==> config.mk <==
export PLATFORM = sky130hd
export DESIGN_NAME = qlm_pipe_mult
export DESIGN_NICKNAME = d
export VERILOG_FILES = /design/src/rtl/qlm_pipe_mult.sv
export SDC_FILE = /design/constraint.sdc
export NUM_CORES = 1
export LEC_CHECK = 0
export CELL_PAD_IN_SITES_DETAIL_PLACEMENT = 1
export CELL_PAD_IN_SITES_GLOBAL_PLACEMENT = 1
export CORE_MARGIN = 10
export CORE_UTILIZATION = 40
export CTS_CLUSTER_SIZE = 10
export DETAILED_ROUTE_END_ITERATION = 10
export GPL_ROUTABILITY_DRIVEN = 0
export PLACE_DENSITY = 0.79
export SETUP_SLACK_MARGIN = 0.4
export SYNTH_ARGS = -nofsm -noshare
export SYNTH_HDL_FRONTEND = slang
export SYNTH_SLANG_ARGS = --single-unit
==> constraint.sdc <==
create_clock -name clk_i -period 2.28 [get_ports clk_i]
set_input_delay 0.342 -clock clk_i [delete_from_list [all_inputs] [get_ports clk_i]]
set_output_delay 0.342 -clock clk_i [all_outputs]
set_load 0.03 [all_outputs]
==> src/rtl/qlm_pipe_mult.sv <==
// qlm_pipe_mult: 3-stage Mitchell log-domain signed multiplier, valid/ready.
// Define QLM_TC_EN for exact two's-complement signs (default: ones-complement).
module qlm_pipe_mult #(
    parameter int WIDTH = 8,
    parameter int QBITS = 3,
    parameter int TAG_W = 4
) (
    input  logic               clk_i,
    input  logic               rstn_i,
    input  logic               in_valid_i,
    output logic               in_ready_o,
    input  logic [WIDTH-1:0]   x_i,
    input  logic [WIDTH-1:0]   y_i,
    input  logic [TAG_W-1:0]   tag_i,
    output logic               out_valid_o,
    input  logic               out_ready_i,
    output logic [2*WIDTH-1:0] p_o,
    output logic [TAG_W-1:0]   tag_o
);
    localparam int KW = $clog2(WIDTH);
    localparam int LW = KW + QBITS;
    localparam int SW = LW + 1;
    localparam int PW = 2 * WIDTH;
    localparam int XW = PW + QBITS;

    function automatic logic [WIDTH-1:0] magnitude(input logic [WIDTH-1:0] v);
`ifdef QLM_TC_EN
        return v[WIDTH-1] ? -v : v;
`else
        return v ^ {WIDTH{v[WIDTH-1]}};
`endif
    endfunction

    // Normalise so the leading one sits at the MSB; the bits under it are f.
    function automatic logic [LW-1:0] log_enc(input logic [WIDTH-1:0] a);
        logic [KW-1:0]    k;
        logic [WIDTH-1:0] norm;
        k = '0;
        for (int i = 0; i < WIDTH; i++) begin
            if (a[i]) k = KW'(i);
        end
        norm = a << (WIDTH - 1 - int'(k));
        return {k, QBITS'(norm >> (WIDTH - 1 - QBITS))};
    endfunction

    logic             v1_q, v2_q, v3_q;
    logic             rdy1, rdy2, rdy3;

    logic [WIDTH-1:0] ax, ay;
    logic [LW-1:0]    lx_d, ly_d, lx_q, ly_q;
    logic             sgn1_d, zero1_d, sgn1_q, zero1_q;
    logic [TAG_W-1:0] tag1_q;

    logic [SW-1:0]    sum_d, sum_q;
    logic             sgn2_q, zero2_q;
    logic [TAG_W-1:0] tag2_q;

    logic [QBITS:0]   m;
    logic [KW:0]      c;
    logic [XW-1:0]    wide;
    logic [PW-1:0]    mag;
    logic [PW-1:0]    p_d, p_q;
    logic [TAG_W-1:0] tag3_q;

    assign rdy3       = out_ready_i | ~v3_q;
    assign rdy2       = rdy3 | ~v2_q;
    assign rdy1       = rdy2 | ~v1_q;
    assign in_ready_o = rdy1;

    always_comb begin
        ax      = magnitude(x_i);
        ay      = magnitude(y_i);
        lx_d    = log_enc(ax);
        ly_d    = log_enc(ay);
        sgn1_d  = x_i[WIDTH-1] ^ y_i[WIDTH-1];
        zero1_d = (ax == '0) | (ay == '0);
    end

    assign sum_d = SW'(lx_q) + SW'(ly_q);

    always_comb begin
        m    = {1'b1, sum_q[QBITS-1:0]};
        c    = sum_q[SW-1:QBITS];
        wide = XW'(m) << c;
        mag  = PW'(wide >> QBITS);
`ifdef QLM_TC_EN
        p_d  = zero2_q ? '0 : (sgn2_q ? -mag : mag);
`else
        p_d  = zero2_q ? '0 : (mag ^ {PW{sgn2_q}});
`endif
    end

    always_ff @(posedge clk_i) begin
        if (!rstn_i) begin
            v1_q    <= 1'b0;
            v2_q    <= 1'b0;
            v3_q    <= 1'b0;
            lx_q    <= '0;
            ly_q    <= '0;
            sgn1_q  <= 1'b0;
            zero1_q <= 1'b0;
            tag1_q  <= '0;
            sum_q   <= '0;
            sgn2_q  <= 1'b0;
            zero2_q <= 1'b0;
            tag2_q  <= '0;
            p_q     <= '0;
            tag3_q  <= '0;
        end else begin
            if (rdy1) v1_q <= in_valid_i;
            if (rdy1 && in_valid_i) begin
                lx_q    <= lx_d;
                ly_q    <= ly_d;
                sgn1_q  <= sgn1_d;
                zero1_q <= zero1_d;
                tag1_q  <= tag_i;
            end
            if (rdy2) v2_q <= v1_q;
            if (rdy2 && v1_q) begin
                sum_q   <= sum_d;
                sgn2_q  <= sgn1_q;
                zero2_q <= zero1_q;
                tag2_q  <= tag1_q;
            end
            if (rdy3) v3_q <= v2_q;
            if (rdy3 && v2_q) begin
                p_q    <= p_d;
                tag3_q <= tag2_q;
            end
        end
    end

    assign out_valid_o = v3_q;
    assign p_o         = p_q;
    assign tag_o       = tag3_q;

endmodule
# [After elaboration in Yosys (flattened, before gate mapping)]
# Cells that the tools add are included.
[word_totals] wordCells=51 out_inout_bits=22 input_bits=24 regBits=54
[op_classes] n_bitwise=11 n_addsub=3 n_mux=15 n_shift=3 reduce_logical=5
[ops] operator="<< shifter 8 x 32 -> 7 bit" count=2
[ops] operator="2-to-1 mux 3 bit" count=10
[ops] operator="<< shifter 4 x 4 -> 19 bit" count=1
[ops] operator="logical NOT 8 bit" count=2
[ops] operator="2-to-1 mux 16 bit" count=1
[ops] operator="bitwise XOR 16 bit" count=1
[ops] operator="bitwise XOR 8 bit" count=2
[ops] operator="subtractor 3 x 3 -> 4 bit (first input constant)" count=2
[ops] operator="adder 6 x 6 -> 7 bit" count=1
[ops] operator="2-to-1 mux 2 bit" count=2
[ops] operator="OR 1 bit" count=4
[ops] operator="logical AND 1 bit" count=3
[ops] operator="inverter 1 bit" count=3
[ops] operator="2-to-1 mux 1 bit" count=2
[ops] operator="bitwise XOR 1 bit" count=1

# [Logic depth before layout (Yosys ltp)]
[logic_depth] depth_word=10 mapped_depth=8 depth_no_buf=7

# [Worst setup path before layout]
# Ideal clock, no wire load.
[synth_path] path_kind="register to register" startpoint="register v3_q, in the netlist out_valid_o" endpoint="register lx_q[0]" setup_time_ps=129 slack_ps=259 path_stages_with_launch=8 arrival_ps=1892 required_ps=2151 synth_period_minus_slack_ps=2021 n_path_buf=1 cell_sequence="dfxtp_1 -> nand4b_1 -> and2_1 -> clkbuf_1 -> o21ai_0 -> inv_1 -> o2111ai_1 -> a32oi_1"
[synth_via] elab_chain_len=5
[synth_rtl] item="from (decl)" line_no="46" source="logic v1_q, v2_q, v3_q;"
[synth_rtl] item="from (signal assigned)" line_no="125" source="if (rdy3) v3_q <= v2_q;"
[synth_rtl] item="inverter 1 bit" line_no="65" source="assign rdy3 = out_ready_i | ~v3_q;"
[synth_rtl] item="OR 1 bit" line_no="65"
[synth_rtl] item="OR 1 bit" line_no="66" source="assign rdy2 = rdy3 | ~v2_q;"
[synth_rtl] item="OR 1 bit" line_no="67" source="assign rdy1 = rdy2 | ~v1_q;"
[synth_rtl] item="net in_ready_o" line_no="11" source="output logic in_ready_o,"
[synth_rtl] item="logical AND 1 bit" line_no="111" source="if (rdy1 && in_valid_i) begin"
[synth_rtl] item="to (signal assigned)" line_no="112" source="lx_q <= lx_d;"
[synth_rtl] item="to (decl)" line_no="50" source="logic [LW-1:0] lx_d, ly_d, lx_q, ly_q;"
# The timed path passes the listed nets, and every way through them passes these cells.
# A chain may end at the register's enable or synchronous reset.

# [Worst setup path in the final report]
[layout_path] startpoint="input x_i[4]" endpoint="register lx_q[2]"
[layout_via] elab_chain_len=7
[layout_rtl] item="from (decl)" line_no="12" source="input logic [WIDTH-1:0] x_i,"
[layout_rtl] item="bitwise XOR 8 bit (*)" line_no="30" source="return v ^ {WIDTH{v[WIDTH-1]}};"
[layout_rtl] item="2-to-1 mux 3 bit (4 in series)" line_no="40" source="if (a[i]) k = KW'(i);"
[layout_rtl] item="subtractor 3 x 3 -> 4 bit" line_no="42" source="norm = a << (WIDTH - 1 - int'(k));"
[layout_rtl] item="<< shifter 8 x 32 -> 7 bit (*)" line_no="42"
# Every way passes the cells marked *; elsewhere a longest branch is shown, timed or not.

==> impl_metrics.yaml <==
hold_path:
  min_from: "p_o[11]"
  hold_depth: 2
  hp-class: "reg -> reg"
  hold-path-endpoint: "p_o[11]"
synthesis:
  yosysTopAreaCell: "dfxtp_1"
  ys_warn_count: 0
  ys_async_sr_fraction_pct: 0
  yosysTopAreaCellShare_pct: 30.6
  yosys_register_bits: 54
  synth.avg_cell_area_sq_um: 7.73
  synth_ff_type: "dfxtp_1"
  synth_cells: 457
  synth_edf_count: 0
  synth.distinct_cells: 66
  netlist_area_sq_um: 3530
  synth-seq-area-share_pct: 30.6
  synth_most_common_cell: "nand2_1"
  yosys-top-cells-count: "70 x nand2_1, 54 x dfxtp_1, 27 x clkbuf_1, 27 x nor2_1, 27 x o21ai_0"
  synthTopCellsByArea: "dfxtp_1 31%, nand2_1 7.4%, nor2b_1 4.2%, o21ai_0 3.8%, a21boi_0 3.6%"
  syn-num-nets: 488
grt:
  grt_pass1_wl_um: 16700
  grt_pass1_vias: 3576
  grtUsageTotal_pct: 15.0
  antenna_found_initial: 0
  grt_max_degree: 26
  grt.overflow.total: 0
final_layout:
  multi_input_area_sq_um: 2340
  drive_gt1_share_pct: 15.7
  n_antenna_cell: 0
  synthToLayoutAreaGrowth_pct: 26.9
  layout.nets: 546
  fillCellCount: 1081
  register_area_sq_um: 1090
sta:
  max_slew_margin_pct: 68.0
  timing.final.max_slew_violations: 0
  finalHoldViolCount: 0
  period_share_pct: 84.1
  fmax_mhz: 522
  rsz0062_at_grt: "false"
  worstMarginPinSlew_ns: 0.479
  setup_tns_ns: 0
  clock_skew_ns: 0.00290
  setup_slack_ns: 0.364
  setup_violations: 0
  fin_crit_ns: 1.92
cts:
  cts-root-buf: "clkbuf_8"
  clockBufferDepth: 2
  worstSkewPairLatency_ns: 0.31
  clkTransAtPathRegs_ns: 0.09
  cts_tree: "built"
  numCtsBuffers: 5
  htreeDepth: 2
  clock_sinks: 54
route:
  drt-initial-drc-count: 108
  drc: 0
  vias: 3449
  wl_per_cell_um: 15.9
  via_per_inst: 5.53
  drt_wl_total_um: 9910
  drtAntennaViolNets: 0
  drt_pre_antenna_iters: 4
power:
  clkPwrFrac_pct: 26.1
  p_sw_uw: 631
  ir_worst_vdd_mv: 0.196
  seqPwrFrac_pct: 48.8
  leakagePower_uw: 0.00185
  internal-power_uw: 1480
  p_per_area_nw_per_um2: 471
  p_comb_share_pct: 25.1
  total_power_uw: 2110
  p_sw_share_pct: 29.9
critical_path:
  endpoint_kind: "flop"
  setup.worst_path.class: "in -> reg"
  cp_top_family: "compound AO/OA/AOI/OAI gates"
  cp-start-kind: "primary input"
  slowest_delay_ns: 0.35
  rr_endpoint: "sum_q[4]"
  path_buf_inv: 2
  crit_arrival_ns: 2.16
  reg2reg_slack_ns: 0.49
  r2r_start: "lx_q[0]"
  path_max_fanout: 10
  worstPathCellList: "dlygate4sd2_1, buf_4, o31ai_1, nand2_1, a221o_1, a2111o_1, a21oi_1"
  reg2reg_depth: 7
  cp_slowest_cell: "a221o_1"
  critPathRequiredTime_ns: 2.52
floorplan:
  core_area_sq_um: 8680
  die_w_um: 114
  ioPinCount: 46
  row_count: 34
  die_y_um: 114
  start_util_pct: 40.7
  dieArea_sq_um: 13000
status:
  status: "finished, final reports clean"
place:
  place_ws_ns: -0.121
  port_buffers: 45
  dp_hpwl_um: 7630
job:
  maxCapViolCount: 0
-- routing by layer --
| metal | routed length, um | vias to the layer above | track usage (%) |
|---|---|---|---|
| met2 | 5150 | 55 | 27.7 |
| li1 | - | 1722 | - |
| met5 | 0 | - | 0 |
| met4 | 162 | 0 | 4.59 |
| met3 | 343 | 14 | 2.83 |
| met1 | 4260 | 1658 | 16.9 |
-- worst max path at each step --
| stage | startpoint | to | cells past startpoint | slack, ns |
|---|---|---|---|---|
| after floorplan | out_valid_o | lx_q[0] | 7 | 0.41 |
| after global placement | y_i[4] | ly_q[0] | 7 | -0.001 |
| after detailed placement | x_i[6] | lx_q[2] | 7 | -0.12 |
| after CTS | x_i[2] | lx_q[2] | 7 | 0.32 |
| after global routing | x_i[4] | lx_q[2] | 7 | 0.29 |
| final | x_i[4] | lx_q[2] | 7 | 0.36 |
-- per-stage QoR --
stage	hold slack (ns)	area (sq um)	utilization, %	std cells
final	0.465	4480	51.7	624
after global routing	0.493	4480	51.7	624
after CTS	0.473	4380	50.5	620
after detailed placement	0.451	4240	48.9	611
after global placement	0.440	4240	48.9	611
after floorplan	0.441	3540	-	457
-- repair_timing --
action	CTS	global route
hold buffers	0	0
setup endpoints to repair	9	11
setup buffers	1	4
gates resized for setup	16	26
hold endpoints to repair	0	0
pin swaps	5	6
-- layout make-up --
cell class | count | share of cell area [%]
clock buffers | 7 | 1.93
clock inverters | 1 | 0.112
inverters | 12 | 1.00
multi-input cells | 354 | 52.1
flip-flops and latches | 54 | 24.3
well taps | 108 | 3.01
repair buffers | 88 | 17.6
-- power groups by stage --
stage	clock [uW]	sequential [uW]	combinational, uW
3_5_place_dp	0	1050	496
4_1_cts	576	1030	510
5_1_grt	605	1040	586
6_report	552	1030	530
3_3_place_gp	0	1050	475
2_1_floorplan	0	1040	323
-- worst register-to-register path: stages (launching register included) --
cell,delay [ns]
dfxtp_1,0.34
ha_1,0.23
fa_1,0.41
a21o_1,0.22
a21oi_2,0.17
xnor2_1,0.14
nand2_1,0.09
a21boi_2,0.14
-- registers in the layout, summed over array words and instances (netlist names) --
| register | cells |
|---|---|
| v2_q | 1 |
| tag2_q | 4 |
| tag_o | 4 |
| out_valid_o | 1 |
| p_o | 16 |
| zero2_q | 1 |
| sgn1_q | 1 |
| sum_q | 7 |
| lx_q | 6 |
| tag1_q | 4 |
| ly_q | 6 |
| zero1_q | 1 |
| sgn2_q | 1 |
| v1_q | 1 |
-- cells by family (layout without fill, tap and decap cells) --
family | Yosys count | count (layout) | synth area share, %
and+or+nand+nor | 186 | 186 | 26.4
muxes | 14 | 14 | 4.07
xor gates and xnor gates | 22 | 22 | 5.45
AOI/OAI and AO/OA | 125 | 125 | 24.8
buffers and inverters | 49 | 108 | 5.98
adders and majority gates | 7 | 7 | 2.69
DFF | 54 | 54 | 30.6
-- layout by cell type, fill, tap and decap left out, types with 4 or more instances in the layout --
cell type	synthesis	layout
a22oi_1	7	7
nand2b_1	10	9
or3_1	7	7
dlygate4sd2_1	0	7
clkbuf_8	0	6
inv_1	11	11
o211ai_1	5	5
a31oi_1	7	7
nand3_1	11	10
nand4_1	5	5
buf_4	2	42
o211a_1	5	5
dfxtp_1	54	50
nand3b_1	4	4
ha_1	6	6
o31ai_1	6	5
a21boi_0	17	16
xor2_1	10	10
nand2_1	70	70
xnor2_1	12	12
nor3_1	5	4
mux2i_1	11	10
and2_1	7	6
nor2_1	27	25
clkdlybuf4s50_1	0	30
nor2b_1	24	22
o21ai_0	27	27
dlymetal6s2s_1	0	8
a21oi_1	18	16
No activity file was read; power rests on OpenSTA's default activity.
